===== config.mk =====
export PLATFORM = sky130hd
export DESIGN_NAME = punc_control_mc
export DESIGN_NICKNAME = d
export VERILOG_FILES = /design/src/rtl/punc_pkg.sv /design/src/rtl/punc_mem_timeout.sv /design/src/rtl/punc_control_mc.sv
export SDC_FILE = /design/constraint.sdc
export NUM_CORES = 1
export LEC_CHECK = 0
export ABC_AREA = 1
export BUFFER_PORTS_ARGS = -buffer_cell sky130_fd_sc_hd__clkbuf_2
export CAP_MARGIN = 20
export CELL_PAD_IN_SITES_DETAIL_PLACEMENT = 1
export CELL_PAD_IN_SITES_GLOBAL_PLACEMENT = 1
export CORE_ASPECT_RATIO = 0.5
export CORE_MARGIN = 5
export CORE_UTILIZATION = 26
export CTS_CLUSTER_DIAMETER = 200
export DETAILED_ROUTE_END_ITERATION = 16
export PLACE_DENSITY_LB_ADDON = 0.1
export SLEW_MARGIN = 20
export SYNTH_ARGS = -nofsm -noshare
export SYNTH_HDL_FRONTEND = slang
export SYNTH_SLANG_ARGS = --single-unit

===== constraint.sdc =====
create_clock -name clk -period 1.1 [get_ports clk]
set_input_delay 0.11 -clock clk [delete_from_list [all_inputs] [get_ports clk]]
set_output_delay 0.11 -clock clk [all_outputs]
set_load 0.1 [all_outputs]

===== src/rtl/punc_pkg.sv =====
// Shared constants for the multi-cycle PUnC LC3 control: opcodes, datapath
// select encodings and FSM state codes.
package punc_pkg;

    localparam logic [3:0] OP_BR   = 4'b0000;
    localparam logic [3:0] OP_ADD  = 4'b0001;
    localparam logic [3:0] OP_LD   = 4'b0010;
    localparam logic [3:0] OP_ST   = 4'b0011;
    localparam logic [3:0] OP_JSR  = 4'b0100;
    localparam logic [3:0] OP_AND  = 4'b0101;
    localparam logic [3:0] OP_LDR  = 4'b0110;
    localparam logic [3:0] OP_STR  = 4'b0111;
    localparam logic [3:0] OP_RTI  = 4'b1000;
    localparam logic [3:0] OP_NOT  = 4'b1001;
    localparam logic [3:0] OP_LDI  = 4'b1010;
    localparam logic [3:0] OP_STI  = 4'b1011;
    localparam logic [3:0] OP_JMP  = 4'b1100;
    localparam logic [3:0] OP_RSV  = 4'b1101;
    localparam logic [3:0] OP_LEA  = 4'b1110;
    localparam logic [3:0] OP_TRAP = 4'b1111;

    localparam int BR_N    = 11;
    localparam int BR_Z    = 10;
    localparam int BR_P    = 9;
    localparam int IMM_BIT = 5;
    localparam int JSR_BIT = 11;

    localparam logic [7:0] TRAP_HALT_VEC = 8'h25;

    localparam logic [1:0] MEM_R_ADDR_SEL_PC      = 2'd0;
    localparam logic [1:0] MEM_R_ADDR_SEL_ALU     = 2'd1;
    localparam logic [1:0] MEM_R_ADDR_SEL_LDI_REG = 2'd2;
    localparam logic [1:0] MEM_R_ADDR_SEL_C       = 2'd3;

    localparam logic [1:0] MEM_W_ADDR_SEL_ALU     = 2'd1;
    localparam logic [1:0] MEM_W_ADDR_SEL_LDI_REG = 2'd2;

    localparam logic       MEM_W_DATA_SEL_RF0 = 1'b0;
    localparam logic       MEM_W_DATA_SEL_RF1 = 1'b1;

    localparam logic       RF_W_ADDR_SEL_A = 1'b0;   // ir[11:9]
    localparam logic       RF_W_ADDR_SEL_B = 1'b1;   // R7
    localparam logic [1:0] RF_W_DATA_SEL_ALU = 2'd0;
    localparam logic [1:0] RF_W_DATA_SEL_MEM = 2'd1;
    localparam logic [1:0] RF_W_DATA_SEL_PC  = 2'd2;
    localparam logic       RF_R0_ADDR_SEL_A = 1'b0;  // ir[8:6]
    localparam logic       RF_R0_ADDR_SEL_B = 1'b1;  // ir[11:9]
    localparam logic       RF_R1_ADDR_SEL_A = 1'b0;  // ir[2:0]
    localparam logic       RF_R1_ADDR_SEL_B = 1'b1;  // ir[11:9]

    localparam logic [1:0] PC_LD_DATA_SEL_ALU      = 2'd0;
    localparam logic [1:0] PC_LD_DATA_SEL_RF       = 2'd1;
    localparam logic [1:0] PC_LD_DATA_SEL_LDI_REG  = 2'd2;
    localparam logic [1:0] PC_LD_DATA_SEL_PC_OFF11 = 2'd3;

    localparam logic [2:0] ALU_ADD_R     = 3'd0;
    localparam logic [2:0] ALU_ADD_I     = 3'd1;
    localparam logic [2:0] ALU_AND_R     = 3'd2;
    localparam logic [2:0] ALU_AND_I     = 3'd3;
    localparam logic [2:0] ALU_NOT       = 3'd4;
    localparam logic [2:0] ALU_PC_OFF9   = 3'd5;
    localparam logic [2:0] ALU_BASE_OFF6 = 3'd6;
    localparam logic [2:0] ALU_PASS      = 3'd7;

    localparam logic COND_LD_DATA_SEL_ALU = 1'b0;
    localparam logic COND_LD_DATA_SEL_RF  = 1'b1;

    localparam logic [2:0] S_INIT   = 3'd0;
    localparam logic [2:0] S_FETCH  = 3'd1;
    localparam logic [2:0] S_DECODE = 3'd2;
    localparam logic [2:0] S_EXEC   = 3'd3;
    localparam logic [2:0] S_EXEC2  = 3'd4;
    localparam logic [2:0] S_HALT   = 3'd5;
    localparam logic [2:0] S_FAULT  = 3'd6;

    function automatic logic br_taken(input logic [15:0] ir, input logic n,
                                      input logic z, input logic p);
        return (n & ir[BR_N]) | (z & ir[BR_Z]) | (p & ir[BR_P]);
    endfunction

endpackage


===== src/rtl/punc_mem_timeout.sv =====
// Memory-handshake watchdog: counts consecutive un-acked request cycles and
// flags the cycle that would make the count reach TIMEOUT_CYCLES.
module punc_mem_timeout #(
    parameter int TIMEOUT_CYCLES = 64,
    parameter int TO_W           = 7
) (
    input  logic clk,
    input  logic rst,
    input  logic mem_req,
    input  logic mem_ack,
    output logic timeout_hit
);

    logic [TO_W-1:0] count;

    // NOTE: state registers use non-blocking assignments so every flop samples pre-edge values.
    always_ff @(posedge clk or negedge rst) begin
        if (!rst)
            count <= '0;
        else if (!mem_req || mem_ack)
            count <= '0;
        else
            count <= count + 1'b1;
    end

    generate
        if (TIMEOUT_CYCLES == 0) begin : g_off
            assign timeout_hit = 1'b0;
        end else begin : g_on
            // The current un-acked cycle is the one that brings the count to the threshold.
            localparam logic [TO_W-1:0] LAST = TO_W'(TIMEOUT_CYCLES - 1);
            assign timeout_hit = mem_req && !mem_ack && (count == LAST);
        end
    endgenerate

endmodule


===== src/rtl/punc_control_mc.sv =====
// Multi-cycle PUnC LC3 control FSM with req/ack memory and timeout fault.
// Define PUNC_TRAP_EN to run TRAP vectors other than x25 as an indirect jump.
module punc_control_mc
    import punc_pkg::*;
#(
    parameter int TIMEOUT_CYCLES = 64,
    localparam int TO_W = (TIMEOUT_CYCLES > 0) ? $clog2(TIMEOUT_CYCLES + 1) : 1
) (
    input  logic        clk,
    input  logic        rst,
    input  logic [15:0] ir,
    input  logic        n,
    input  logic        z,
    input  logic        p,
    input  logic        mem_ack,
    output logic        mem_req,
    output logic        mem_w_en,
    output logic [1:0]  mem_w_addr_sel,
    output logic        mem_w_data_sel,
    output logic [1:0]  mem_r_addr_sel,
    output logic        rf_w_en,
    output logic        rf_w_addr_sel,
    output logic [1:0]  rf_w_data_sel,
    output logic        rf_r0_addr_sel,
    output logic        rf_r1_addr_sel,
    output logic        ir_ld,
    output logic        pc_ld,
    output logic        pc_clr,
    output logic        pc_inc,
    output logic [1:0]  pc_ld_data_sel,
    output logic [2:0]  alu_sel,
    output logic        cond_ld,
    output logic        cond_ld_data_sel,
    output logic        ldi_reg_ld,
    output logic        halted,
    output logic        fault
);

    logic [2:0] state, next_state;
    logic [3:0] opcode;
    logic       timeout_hit;
    logic       trap_run;
    logic       unused_ir;

    assign opcode = ir[15:12];
    // Operand fields feed the datapath directly; only steering bits matter here.
    assign unused_ir = ^ir;

`ifdef PUNC_TRAP_EN
    assign trap_run = (opcode == OP_TRAP) && (ir[7:0] != TRAP_HALT_VEC);
`else
    assign trap_run = 1'b0;
`endif

    punc_mem_timeout #(
        .TIMEOUT_CYCLES(TIMEOUT_CYCLES),
        .TO_W          (TO_W)
    ) u_timeout (
        .clk        (clk),
        .rst        (rst),
        .mem_req    (mem_req),
        .mem_ack    (mem_ack),
        .timeout_hit(timeout_hit)
    );

    always_ff @(posedge clk or negedge rst) begin
        if (!rst) state <= S_INIT;
        else      state <= next_state;
    end

    always_comb begin
        // NOTE: every output and next_state gets a default first, so no path can infer a latch.
        mem_req = 1'b0;          mem_w_en = 1'b0;
        mem_w_addr_sel = '0;     mem_w_data_sel = MEM_W_DATA_SEL_RF0;
        mem_r_addr_sel = MEM_R_ADDR_SEL_PC;
        rf_w_en = 1'b0;          rf_w_addr_sel = RF_W_ADDR_SEL_A;
        rf_w_data_sel = RF_W_DATA_SEL_ALU;
        rf_r0_addr_sel = RF_R0_ADDR_SEL_A;
        rf_r1_addr_sel = RF_R1_ADDR_SEL_A;
        ir_ld = 1'b0;  pc_ld = 1'b0;  pc_clr = 1'b0;  pc_inc = 1'b0;
        pc_ld_data_sel = PC_LD_DATA_SEL_ALU;
        alu_sel = ALU_ADD_R;
        cond_ld = 1'b0;          cond_ld_data_sel = COND_LD_DATA_SEL_ALU;
        ldi_reg_ld = 1'b0;       halted = 1'b0;   fault = 1'b0;
        next_state = state;

        case (state)
            S_INIT: begin
                pc_clr     = 1'b1;
                next_state = S_FETCH;
            end
            S_FETCH: begin
                mem_req = 1'b1;
                if (mem_ack) begin
                    ir_ld      = 1'b1;
                    next_state = S_DECODE;
                end
            end
            S_DECODE: begin
                pc_inc     = 1'b1;
                next_state = S_EXEC;
            end
            S_EXEC: begin
                next_state = S_FETCH;
                case (opcode)
                    OP_ADD, OP_AND, OP_NOT, OP_LEA: begin
                        rf_w_en = 1'b1;
                        cond_ld = 1'b1;
                        if (opcode == OP_NOT)      alu_sel = ALU_NOT;
                        else if (opcode == OP_LEA) alu_sel = ALU_PC_OFF9;
                        else if (opcode == OP_ADD) alu_sel = ir[IMM_BIT] ? ALU_ADD_I : ALU_ADD_R;
                        else                       alu_sel = ir[IMM_BIT] ? ALU_AND_I : ALU_AND_R;
                    end
                    OP_BR: begin
                        alu_sel = ALU_PC_OFF9;
                        pc_ld   = br_taken(ir, n, z, p);
                    end
                    OP_JMP: begin
                        pc_ld          = 1'b1;
                        pc_ld_data_sel = PC_LD_DATA_SEL_RF;
                    end
                    OP_JSR: begin
                        rf_w_en        = 1'b1;
                        rf_w_addr_sel  = RF_W_ADDR_SEL_B;
                        rf_w_data_sel  = RF_W_DATA_SEL_PC;
                        pc_ld          = 1'b1;
                        pc_ld_data_sel = ir[JSR_BIT] ? PC_LD_DATA_SEL_PC_OFF11 : PC_LD_DATA_SEL_RF;
                    end
                    OP_LD, OP_LDR, OP_LDI, OP_STI: begin
                        mem_req        = 1'b1;
                        mem_r_addr_sel = MEM_R_ADDR_SEL_ALU;
                        alu_sel        = (opcode == OP_LDR) ? ALU_BASE_OFF6 : ALU_PC_OFF9;
                        if (!mem_ack) begin
                            next_state = S_EXEC;
                        end else if (opcode == OP_LDI || opcode == OP_STI) begin
                            ldi_reg_ld = 1'b1;
                            next_state = S_EXEC2;
                        end else begin
                            rf_w_en          = 1'b1;
                            rf_w_data_sel    = RF_W_DATA_SEL_MEM;
                            cond_ld          = 1'b1;
                            cond_ld_data_sel = COND_LD_DATA_SEL_RF;
                        end
                    end
                    OP_ST, OP_STR: begin
                        mem_req        = 1'b1;
                        mem_w_addr_sel = MEM_W_ADDR_SEL_ALU;
                        mem_w_en       = mem_ack;
                        if (opcode == OP_STR) begin
                            alu_sel        = ALU_BASE_OFF6;
                            rf_r1_addr_sel = RF_R1_ADDR_SEL_B;
                            mem_w_data_sel = MEM_W_DATA_SEL_RF1;
                        end else begin
                            alu_sel        = ALU_PC_OFF9;
                            rf_r0_addr_sel = RF_R0_ADDR_SEL_B;
                        end
                        if (!mem_ack) next_state = S_EXEC;
                    end
                    OP_TRAP: begin
                        if (trap_run) begin
                            mem_req        = 1'b1;
                            mem_r_addr_sel = MEM_R_ADDR_SEL_C;
                            next_state     = S_EXEC;
                            if (mem_ack) begin
                                rf_w_en       = 1'b1;
                                rf_w_addr_sel = RF_W_ADDR_SEL_B;
                                rf_w_data_sel = RF_W_DATA_SEL_PC;
                                ldi_reg_ld    = 1'b1;
                                next_state    = S_EXEC2;
                            end
                        end else begin
                            next_state = S_HALT;
                        end
                    end
                    default: next_state = S_HALT;   // RTI and reserved 1101
                endcase
            end
            S_EXEC2: begin
                if (trap_run) begin
                    pc_ld          = 1'b1;
                    pc_ld_data_sel = PC_LD_DATA_SEL_LDI_REG;
                    next_state     = S_FETCH;
                end else begin
                    mem_req        = 1'b1;
                    mem_r_addr_sel = MEM_R_ADDR_SEL_LDI_REG;
                    mem_w_addr_sel = MEM_W_ADDR_SEL_LDI_REG;
                    if (opcode == OP_STI) begin
                        rf_r0_addr_sel = RF_R0_ADDR_SEL_B;
                        mem_w_en       = mem_ack;
                    end else if (mem_ack) begin
                        rf_w_en          = 1'b1;
                        rf_w_data_sel    = RF_W_DATA_SEL_MEM;
                        cond_ld          = 1'b1;
                        cond_ld_data_sel = COND_LD_DATA_SEL_RF;
                    end
                    if (mem_ack) next_state = S_FETCH;
                end
            end
            S_HALT:  halted = 1'b1;
            S_FAULT: fault  = 1'b1;
            default: next_state = S_INIT;
        endcase

        // An ack in the threshold cycle clears timeout_hit, so completion wins.
        if (timeout_hit) next_state = S_FAULT;
    end

endmodule


==> results.txt <==
----------------------------------------------------
[Power]
  Internal power summed over all cells ... 0.00307 W
  Total power density per cell area ... 2760 nW/um2
  Power dissipated by switching net loads ... 0.00387 W
  Max VDD drop ... 2290 uV
  Fraction of power consumed by combinational cells ... 84.9%
  Part of the total power dissipated in the clock network ... 6.6%
  Leakage component of the power ... 1.19 nW
  Flop pwr share ... 8.5%
  Overall power of the completed layout ... 0.00694 W
  Sw Share ... 55.8%

[Drt]
  Vias per cell ... 5.03
  Wirelength, routed ... 6.69 mm
  Total number of vias ... 1553
  Average wire per cell in the routed design ... 21.6 um
  DR iter-0 viols ... 55
  DRC errors left ... 0
  Detailed-router iteration count before antenna repair ... 4
  Routed Antenna Nets ... 0

[Floorplan]
  Starting Density ... 27.6%
  IO Pins ... 49
  Core Rows ... 15
  Core area ... 3510 um2
  Chip Height ... 53.2 um
  Die Area ... 5120 um2
  Die extent in x ... 96.3 um

[Synth]
  Largest cells by area after synthesis ... sky130_fd_sc_hd__dfrtp_1, sky130_fd_sc_hd__nand2_1, sky130_fd_sc_hd__nor2_1, sky130_fd_sc_hd__inv_1, sky130_fd_sc_hd__nand3_1
  Largest area contributor in the netlist ... sky130_fd_sc_hd__dfrtp_1
  Predominant post-synthesis flop cell ... sky130_fd_sc_hd__dfrtp_1
  Count of flip-flops with a built-in enable after synthesis ... 0
  Yosys Warn Count ... 0
  Sequential fraction of the synthesis area ... 25.8%
  Mean post-synth cell area ... 6.21 um2
  Most frequent cells after synthesis ... sky130_fd_sc_hd__nand2_1, sky130_fd_sc_hd__nor2_1, sky130_fd_sc_hd__inv_1
  Post-synth net total ... 179
  Dominant cell by count in the synthesized netlist ... sky130_fd_sc_hd__nand2_1
  Area fraction of the dominant cell type after synthesis ... 25.8%
  Count of distinct cell types in the synthesized netlist ... 23
  Fraction of registers with async set or reset after synthesis ... 100%
  Netlist area before placement ... 968 um2
  Post-synthesis instance total ... 156
  Number of synthesized register bits ... 10

[Placement]
  Placed standard-cell area ... 2160 um2
  Weighted congestion at the end of routability-driven global placement ... 0.791
  DPL Wire Length ... 3.70 mm
  DP Worst Slack ... -0.409 ns
  PortBufs ... 40

[Setup path]
  Critical Path AT ... 1.66 ns
  Sequence of cells on the critical path ... buf_12, nor2_4, nand4_1, buf_4, nand3_4, buf_12
  Category of the worst setup path capture point ... output port
  Worst EP required ... 0.99 ns
  Slowest cell on the critical path ... sky130_fd_sc_hd__dfrtp_2
  Worst R2R Path Depth ... 11
  Cell class contributing the biggest share of worst-path delay ... buffers and inverters
  Worst r2r dst ... state[2]
  Setup slack of the worst register-to-register path ... -0.48 ns
  Critical path capture point ... cond_ld
  Most frequent cell on the critical path ... sky130_fd_sc_hd__buf_12
  Largest incremental delay on the critical path ... 0.46 ns
  Startpoint of the worst-slack reg-to-reg timing path ... state[2]
  Worst Path Buf+Inv ... 3
  Source of the critical timing path ... state[2]
  Crit path launch type ... flop
  Kind of critical path ... flop to output port
  Crit Path Max Fanout ... 3
  Stages on worst setup path ... 6

[Final layout]
  Number of nets in the final layout ... 282
  Area growth syn-to-layout ... 159%
  Post-route standard cell area excluding fillers ... 2510 um2
  Final Util ... 71.6%
  Total of fill cells in the finished design ... 378
  Layout cell share with drive strength beyond 1 ... 61.6%
  Inserted Diodes ... 0

[Timing]
  Slew at the pin closest to its max-slew limit ... 0.524 ns
  Total of endpoints with negative setup slack in the final report ... 37
  Setup repair after global routing missed its margin ... true
  Max_slew headroom ... 65.0%
  Highest achievable clock rate ... 564 MHz
  Slack of the critical path ... -0.672 ns
  Clock period minus final worst setup slack ... 1.77 ns
  Final Hold Viols ... 0
  Worst clock skew ... 0.00360 ns
  Final worst-path cycle share ... 161%
  Number of max-slew violations in the final report ... 0

[Global routing]
  Number of antenna violations at the first check in global routing ... 0
  Aggregate global-route resource usage ... 26.1%
  Vias in the first global route ... 1754
  Total grt overflow ... 0
  Wire length of the first global-routing pass ... 9.63 mm
  Pin count of the biggest net entering global routing ... 11

[Worst hold path]
  Path type of the worst min-delay path ... input port to asynchronous set/reset pin

[Clock network]
  Clock tree from TritonCTS ... built
  CTS max path bufs ... 2
  Clock Sinks ... 10
  Clock slew seen by the registers of the worst setup and hold paths ... 0.05 ns
  Insertion delay of the later-clocked pin in the worst-skew pair ... 0.24 ns
  Cell at the root of the clock tree ... sky130_fd_sc_hd__clkbuf_8
  H-Tree Level Count ... 1
  TritonCTS Buffers ... 3

[Run status]
  Outcome ... finished with violations
  Violated checks ... setup timing

[Job]
  MaxCap Viol Count ... 0

----------------------------------------------------
[flip-flops by register name (all words and copies together) (netlist names)]
name and count:
state 3, u_timeout.count 7
[cell type report]
class / count / area, um2 / area share [%]
inverters: 21 / 86.3 / 3.44
flip-flops and latches: 10 / 253 / 10.1
clock buffers: 4 / 55.1 / 2.19
repair buffers: 104 / 1150 / 45.9
multi-input cells: 119 / 900 / 35.8
well taps: 51 / 63.8 / 2.54
[cells by family (layout without fill, tap and decap cells)]
group	after synthesis	count (layout)	share of synthesized area, %
AOI/OAI and AO/OA	14	14	7.75
DFF	10	10	25.8
and+or+nand+nor	103	103	50.3
xor gates and xnor gates	1	1	0.905
buffers and inverters	27	129	14.0
adders and majority gates	1	1	1.29
[metrics by stage]
| stage | hold WS [ns] | instances | setup TNS, ns |
|---|---|---|---|
| final | 0.277 | 309 | -19.30 |
| after global routing | 0.307 | 309 | -20.89 |
| after CTS | 0.264 | 306 | -16.34 |
| after detailed placement | -0.0135 | 293 | -10.84 |
| after global placement | -0.0150 | 293 | -8.69 |
| after floorplan | -0.186 | 156 | -23.05 |
[routing by layer]
| metal | GRT usage, % | up-vias | wire length, um |
|---|---|---|---|
| met1 | 27.4 | 761 | 2600 |
| met5 | 0 | - | 0 |
| met2 | 52.1 | 62 | 3510 |
| met4 | 11.9 | 0 | 257 |
| met3 | 3.27 | 26 | 322 |
| li1 | - | 704 | - |
[power groups by stage]
stage	combinational, W	sequential [W]	clock, W
final	0.00589	0.000588	0.000460
after global routing	0.00611	0.000589	0.000498
after CTS	0.00532	0.000565	0.000479
after detailed placement	0.00464	0.000573	0
after global placement	0.00453	0.000559	0
after floorplan	0.00282	0.000557	0
[worst min path at each step]
stage | from | end | slack, ns | depth (start not counted)
floorplan | rst | state[0] | -0.19 | 0
global placement | rst | u_timeout.count[1] | -0.02 | 1
detailed placement | rst | u_timeout.count[0] | -0.01 | 1
CTS | rst | u_timeout.count[5] | 0.26 | 2
global route | rst | u_timeout.count[3] | 0.31 | 2
finish | rst | u_timeout.count[1] | 0.28 | 2
[placed cells by master (no fill, tap or decap), types with 5 or more instances in the layout]
master / n
sky130_fd_sc_hd__buf_4: 48
sky130_fd_sc_hd__nor2_1: 16
sky130_fd_sc_hd__buf_6: 14
sky130_fd_sc_hd__nand3_1: 12
sky130_fd_sc_hd__clkbuf_2: 13
sky130_fd_sc_hd__dfrtp_1: 8
sky130_fd_sc_hd__nand2_4: 8
sky130_fd_sc_hd__nor2_4: 11
sky130_fd_sc_hd__nand2_1: 29
sky130_fd_sc_hd__inv_1: 17
sky130_fd_sc_hd__nand2_8: 5
sky130_fd_sc_hd__buf_12: 28
[repair_timing]
action	CTS	global route
gates resized for setup	35	12
setup endpoints to repair	37	37
pin swaps	8	5
cloned	0	0
setup buffers	11	5
hold endpoints to repair	10	0
hold buffers	1	0
[worst reg2reg max path, stage by stage (launching register included)]
cell	delay, ns
sky130_fd_sc_hd__dfrtp_2	0.46
sky130_fd_sc_hd__buf_4	0.17
sky130_fd_sc_hd__buf_6	0.11
sky130_fd_sc_hd__buf_6	0.11
sky130_fd_sc_hd__nand2_4	0.08
sky130_fd_sc_hd__inv_1	0.09
sky130_fd_sc_hd__nand2_1	0.11
sky130_fd_sc_hd__nand2_1	0.07
sky130_fd_sc_hd__nand2_1	0.07
sky130_fd_sc_hd__nand2_1	0.06
sky130_fd_sc_hd__inv_1	0.07
sky130_fd_sc_hd__nand2_1	0.06
No activity file was read; power rests on OpenSTA's default activity.
